$ cat config.mk
export PLATFORM = sky130hd
export DESIGN_NAME = hlsm_cond_mul_seq
export DESIGN_NICKNAME = d
export VERILOG_FILES = /design/src/rtl/hlsm_cond_mul_seq_pkg.sv /design/src/rtl/hlsm_cond_mul_seq_pipe_mul.sv /design/src/rtl/hlsm_cond_mul_seq.sv
export SDC_FILE = /design/constraint.sdc
export NUM_CORES = 2
export LEC_CHECK = 0
export ABC_AREA = 1
export CAP_MARGIN = 40
export CORE_UTILIZATION = 45
export DETAILED_ROUTE_END_ITERATION = 7
export PLACE_DENSITY = 0.58
export SETUP_SLACK_MARGIN = 0.4
export SLEW_MARGIN = 10
export SYNTH_ARGS = -nofsm -noshare
export SYNTH_HDL_FRONTEND = slang
export SYNTH_SLANG_ARGS = --single-unit
$ cat constraint.sdc
create_clock -name Clk -period 11.6 [get_ports Clk]
set_input_delay 1.74 -clock Clk [delete_from_list [all_inputs] [get_ports Clk]]
set_output_delay 1.74 -clock Clk [all_outputs]
set_load 0.02 [all_outputs]
$ cat src/rtl/hlsm_cond_mul_seq_pkg.sv
`default_nettype none
// ============================================================================
// Module  : hlsm_cond_mul_seq_pkg
// Brief   : Shared state encoding, legal parameter ranges and a range-check
//           helper for the conditional multiply sequencer.
// Revision: 1.0 - initial release
// ============================================================================
package hlsm_cond_mul_seq_pkg;

  // 3-bit encoding leaves codes 6 and 7 unused; the FSM maps them to IDLE.
  typedef enum logic [2:0] {
    S_IDLE = 3'd0,
    S_ADD  = 3'd1,
    S_MUL  = 3'd2,
    S_SEL  = 3'd3,
    S_FIT  = 3'd4,
    S_FIN  = 3'd5
  } state_t;

  localparam int c_DATA_W_MIN  = 4;
  localparam int c_DATA_W_MAX  = 64;
  localparam int c_MUL_LAT_MIN = 1;
  localparam int c_MUL_LAT_MAX = 4;

  // Wide enough to hold MUL_LAT-1 for the largest legal latency.
  localparam int c_CNT_W = $clog2(c_MUL_LAT_MAX);

  function automatic bit params_legal(input int dw, input int lat);
    return (dw >= c_DATA_W_MIN) && (dw <= c_DATA_W_MAX) &&
           (lat >= c_MUL_LAT_MIN) && (lat <= c_MUL_LAT_MAX);
  endfunction

endpackage
`default_nettype wire

$ cat src/rtl/hlsm_cond_mul_seq_pipe_mul.sv
`default_nettype none
// ============================================================================
// Module  : hlsm_cond_mul_seq_pipe_mul
// Brief   : LAT-stage signed multiplier. The product of the operands present
//           before edge k appears on o_p after edge k+LAT-1.
// Revision: 1.0 - initial release
// ============================================================================
module hlsm_cond_mul_seq_pipe_mul #(
  parameter int IN_A_W = 33,
  parameter int IN_B_W = 32,
  parameter int LAT    = 2
) (
  input  logic                             clk,
  input  logic                             rst_n,
  input  logic signed [IN_A_W-1:0]         i_a,
  input  logic signed [IN_B_W-1:0]         i_b,
  output logic signed [IN_A_W+IN_B_W-1:0]  o_p
);

  localparam int c_PW = IN_A_W + IN_B_W;

  logic signed [c_PW-1:0] r_stage [LAT];

  // Multiply into the first stage, then shift through the remaining stages.
  always_ff @(posedge clk or negedge rst_n) begin
    if (!rst_n) begin
      for (int k = 0; k < LAT; k++) begin
        r_stage[k] <= '0;
      end
    end else begin
      r_stage[0] <= i_a * i_b;
      for (int k = 1; k < LAT; k++) begin
        r_stage[k] <= r_stage[k-1];
      end
    end
  end

  assign o_p = r_stage[LAT-1];

endmodule
`default_nettype wire

$ cat src/rtl/hlsm_cond_mul_seq.sv
`default_nettype none
// ============================================================================
// Module  : hlsm_cond_mul_seq
// Brief   : Start/Done sequencer: d=a+b, e=a-b, then f = t ? d*c : e and
//           g = max(d,e); z/x are f/g fitted to DATA_W (wrap or clamp).
// Revision: 1.0 - initial release
// ============================================================================
module hlsm_cond_mul_seq
  import hlsm_cond_mul_seq_pkg::*;
#(
  parameter int DATA_W  = 32,
  parameter int MUL_LAT = 2,
  parameter int SAT     = 0
) (
  input  logic                     Clk,
  input  logic                     Rst,
  input  logic                     Start,
  input  logic signed [DATA_W-1:0] a,
  input  logic signed [DATA_W-1:0] b,
  input  logic signed [DATA_W-1:0] c,
  input  logic                     t,
  output logic                     Busy,
  output logic                     Done,
  output logic signed [DATA_W-1:0] z,
  output logic signed [DATA_W-1:0] x,
  output logic                     ovf
);

  // Sum/difference carry one guard bit; the product is exact.
  localparam int c_SW = DATA_W + 1;
  localparam int c_PW = c_SW + DATA_W;

  localparam logic signed [c_PW-1:0]    c_ONE      = 1;
  localparam logic signed [c_PW-1:0]    c_MAX      = (c_ONE <<< (DATA_W - 1)) - c_ONE;
  localparam logic signed [c_PW-1:0]    c_MIN      = -(c_ONE <<< (DATA_W - 1));
  localparam logic [c_CNT_W-1:0]        c_CNT_LOAD = c_CNT_W'(MUL_LAT - 1);
  localparam logic [c_CNT_W-1:0]        c_CNT_ONE  = 1;

  if (!params_legal(DATA_W, MUL_LAT) || (SAT != 0 && SAT != 1)) begin : g_bad_params
    $error("hlsm_cond_mul_seq: DATA_W, MUL_LAT or SAT out of range");
  end

  state_t                   r_state;
  logic signed [DATA_W-1:0] r_a, r_b, r_c;
  logic                     r_t;
  logic signed [c_SW-1:0]   r_d, r_e;
  logic signed [c_PW-1:0]   r_f;
  logic signed [c_SW-1:0]   r_g;
  logic signed [DATA_W-1:0] r_zf, r_xf;
  logic                     r_of;
  logic [c_CNT_W-1:0]       r_cnt;

  logic signed [c_SW-1:0]   w_d, w_e, w_g;
  logic signed [c_PW-1:0]   w_prod, w_f, w_g_x;
  logic                     w_ovf;

  // Keep the low DATA_W bits, or clamp to the signed range when SAT is set.
  function automatic logic signed [DATA_W-1:0] fit(input logic signed [c_PW-1:0] v);
    logic signed [DATA_W-1:0] w_res;
    w_res = v[DATA_W-1:0];
    if (SAT != 0) begin
      if (v > c_MAX) begin
        w_res = c_MAX[DATA_W-1:0];
      end else if (v < c_MIN) begin
        w_res = c_MIN[DATA_W-1:0];
      end
    end
    return w_res;
  endfunction

  assign w_d   = c_SW'(r_a) + c_SW'(r_b);
  assign w_e   = c_SW'(r_a) - c_SW'(r_b);
  assign w_f   = r_t ? w_prod : c_PW'(r_e);
  assign w_g   = (r_d > r_e) ? r_d : r_e;
  assign w_g_x = c_PW'(r_g);
  assign w_ovf = (r_f > c_MAX) || (r_f < c_MIN) || (w_g_x > c_MAX) || (w_g_x < c_MIN);

  // r_d is stable for the whole MUL stay, so the free-running pipe settles on d*c.
  hlsm_cond_mul_seq_pipe_mul #(
    .IN_A_W (c_SW),
    .IN_B_W (DATA_W),
    .LAT    (MUL_LAT)
  ) u_mul (
    .clk   (Clk),
    .rst_n (Rst),
    .i_a   (r_d),
    .i_b   (r_c),
    .o_p   (w_prod)
  );

  // Sequencer: operand capture, datapath staging and registered Busy/Done/results.
  always_ff @(posedge Clk or negedge Rst) begin
    if (!Rst) begin
      r_state <= S_IDLE;
      r_a     <= '0;
      r_b     <= '0;
      r_c     <= '0;
      r_t     <= 1'b0;
      r_d     <= '0;
      r_e     <= '0;
      r_f     <= '0;
      r_g     <= '0;
      r_zf    <= '0;
      r_xf    <= '0;
      r_of    <= 1'b0;
      r_cnt   <= '0;
      Busy    <= 1'b0;
      Done    <= 1'b0;
      z       <= '0;
      x       <= '0;
      ovf     <= 1'b0;
    end else begin
      Done <= 1'b0;
      case (r_state)
        S_IDLE: begin
          if (Start) begin
            r_a     <= a;
            r_b     <= b;
            r_c     <= c;
            r_t     <= t;
            Busy    <= 1'b1;
            r_state <= S_ADD;
          end
        end
        S_ADD: begin
          r_d <= w_d;
          r_e <= w_e;
          if (r_t) begin
            r_cnt   <= c_CNT_LOAD;
            r_state <= S_MUL;
          end else begin
            r_state <= S_SEL;
          end
        end
        S_MUL: begin
          if (r_cnt == '0) begin
            r_state <= S_SEL;
          end else begin
            r_cnt <= r_cnt - c_CNT_ONE;
          end
        end
        S_SEL: begin
          r_f     <= w_f;
          r_g     <= w_g;
          r_state <= S_FIT;
        end
        // Range check and clamping get their own cycle, off the product path.
        S_FIT: begin
          r_zf    <= fit(r_f);
          r_xf    <= fit(w_g_x);
          r_of    <= w_ovf;
          r_state <= S_FIN;
        end
        S_FIN: begin
          z       <= r_zf;
          x       <= r_xf;
          ovf     <= r_of;
          Done    <= 1'b1;
          Busy    <= 1'b0;
          r_state <= S_IDLE;
        end
        default: begin
          Busy    <= 1'b0;
          r_state <= S_IDLE;
        end
      endcase
    end
  end

endmodule
`default_nettype wire

==> run metrics <==
total nets after synthesis 9224; clock slew at reported path FFs about 60 ps; # IOs around 170; Slew @ Worst Pin 986.6 ps; Area Overhead vs Synth 8.853%; placed cells 9459; share of layout cells above drive strength 1 3.075%; combinational family with the most area after synthesis adder cells; Synth Area per Inst 8.145 sq um; TritonCTS clock tree built; Post-Synthesis Cells 7727; Final Cycle Share between 70% and 80%; CTS buffer count 60; Bufs and invs on worst path 9; vias in the first global route 52640; Crit path arrival time 9310 ps; antenna-violating nets left 0; design area ~0.069 sq mm; RePlAce Congestion between 1 and 1.5; Async SR Flop Fraction 100.0%; initial antenna violation count 8; Diodes inserted 0; GRT Overall Usage 29.75%; Core Rows between 100 and 150; Fin Hold WS 330.6 ps; CORE AREA 0.1382 sq mm; most common cell in the netlist nand2_1; Synth Warn # 0; residual DRC count 0; Synth Area in Compound Gates 5.652%; worst setup path startpoint r_c[6]$_DFFE_PN0P_; Final Hold Viols 0; H-tree levels 2; worst skew pair latency 720 ps; share of synthesized area spent on multiplexers 0%; Total Wirelength 202500 um; area share of the largest cell type after synthesis 35.44%; Critical Path Max Stage Delay 900 ps; Post-CTS Setup Bufs 0; worst-path maximum fanout 20; Setup CP Type flip-flop to flip-flop; distinct cell type count after synthesis between 40 and 50; grt total ovfl 0; CP top delay family adder cells; wire per inst around 21 um; worst path required time around 12000 ps; Post-synth top cells 2078 x nand2_1, 1925 x inv_1, 1114 x fa_1, 527 x dfrtp_1, 341 x nor2_1; TNS Setup 0 ps; Initial Utilization 45.55%; Slew Limit Fails 0; die width approximately 380 um; Vias/cell 5.102; leading area contributor after synthesis fa_1; min Tclk post-route between 8000 and 9000 ps; synthesized area 0.06294 sq mm; Clock Sinks 527; Slew headroom 34.23%; worst r2r src r_c[6]$_DFFE_PN0P_; Max clock buf depth 3; Synth Area in Simple Gates 17.45%; router iterations before antenna repair 8; Setup crit end kind flip-flop; Seq cells post-synth roughly 530; Die Y between 300 and 400 um; CTS resizes 0; top_reg_cell synth dfrtp_1; Seq/Total Area, Yosys 20.95%; DP Area 0.06623 sq mm; crit path max-delay cell type fa_1; Post-Route Skew 63.00 ps; cts hold-fix bufs 0; Tightest Hold Check Type flip-flop to flip-flop; first-pass GRT wire length 318400 um; xor/xnor share of the synthesized area 0.9602%; Nets 9157; Max-cap violations 0; largest net degree at the start of global routing 171; highest clock rate 0.1147 GHz; Post-synth EDFFs 0; clock root cell clkbuf_16; DR iter-0 viols 3603; Hold Crit Start u_mul.r_stage[73]$_DFF_PN0_; synth top area cells fa_1 35%, dfrtp_1 21%, nand2_1 12%, inv_1 11%, ha_1 5.6%; adder-cell area share of the yosys netlist between 40% and 50%; hpwl dp 160200 um; DR vias 48830; Port Buffer Count 166; die area around 0.14 sq mm; status complete, no violations; RSZ-0062 raised after global routing false; Final Instance Count excl. Fillers 9570; startpoint types flip-flop; Final setup viols 0
-- path summary, 6_finish.rpt --
path                                                 to  slack [ps]  cells past startpoint
max                        u_mul.r_stage[128]$_DFF_PN0_        2880                     28
min                              u_mul.o_p[8]$_DFF_PN0_         330                      0
max reg2reg                u_mul.r_stage[128]$_DFF_PN0_        2880                     28
min reg2reg                      u_mul.o_p[8]$_DFF_PN0_         330                      0
max in group asynchronous           r_f[37]$_DFFE_PN0N_        9070                      2
min in group asynchronous           r_a[17]$_DFFE_PN0P_        1090                      1
-- worst register-to-register path: cells and delay by family (launching register included) --
kind / cells / cell delay (ps)
compound gates: 3 / 690
fa+ha+maj: 9 / 4720
buf+inv: 9 / 1670
flops: 1 / 790
simple gates: 7 / 770
-- state kept, by name (all words and copies together) (netlist names), 2 cells and up --
name,flops
r_d,33
u_mul.r_stage,65
r_f,65
r_cnt,2
r_e,32
r_xf,32
r_b,32
r_state,3
z,32
r_zf,32
x,32
r_c,32
r_g,33
r_a,32
u_mul.o_p,65
-- final cells by class --
type	count	area [sq um]
Inverter	1933	7258
Sequential cell	527	13200
Clock inverter	30	509.2
Multi-Input combinational cell	4885	41010
Fill cell	13590	69670
Timing Repair Buffer	253	2470
Tap cell	1863	2331
Clock buffer	79	1733
-- per-layer routing --
layer / routed length, um / global-route usage [%] / vias to the layer above
met3: 12110 / 3.888 / 299
met4: 6514 / 8.813 / 4
met5: 27 / 0 / -
met1: 84850 / 39.01 / 24710
met2: 99000 / 51.37 / 1531
li1: - / - / 22280
-- stage by stage --
step / util (%) / worst slack, ps
final: 49.58 / 2878
after floorplan: - / 4389
after detailed placement: 47.93 / 2858
after global placement: 47.82 / 2897
after CTS: 49.56 / 2882
after global routing: 49.58 / 2431
-- cells by family after synthesis --
group / Yosys count
buffers and inverters: 2315
and+or+nand+nor: 2767
AOI/OAI and AO/OA: 652
xor gates and xnor gates: 69
adders and majority gates: 1397
DFF: 527
-- placed cells by master, fill, tap and decap left out, types with 10 or more instances in the layout --
master and n:
nand4_1 42, clkdlybuf4s50_1 165, nor2_1 341, a21oi_1 208, a31oi_1 43, ha_1 283
dfrtp_1 518, clkbuf_8 16, bufinv_16 10, xor2_1 56, nor4_1 13, nand2_1 2077
clkbuf_16 60, o21bai_1 17, xnor2_1 13, fa_1 1114, nor3_1 28, o21ai_0 286
a21o_1 13, inv_1 1922, o211ai_1 37, o21ai_1 21, buf_4 77, nand3_1 232
Power is not shown: default switching activity piles up to over one toggle a cycle in this logic, so the estimate is an artifact.
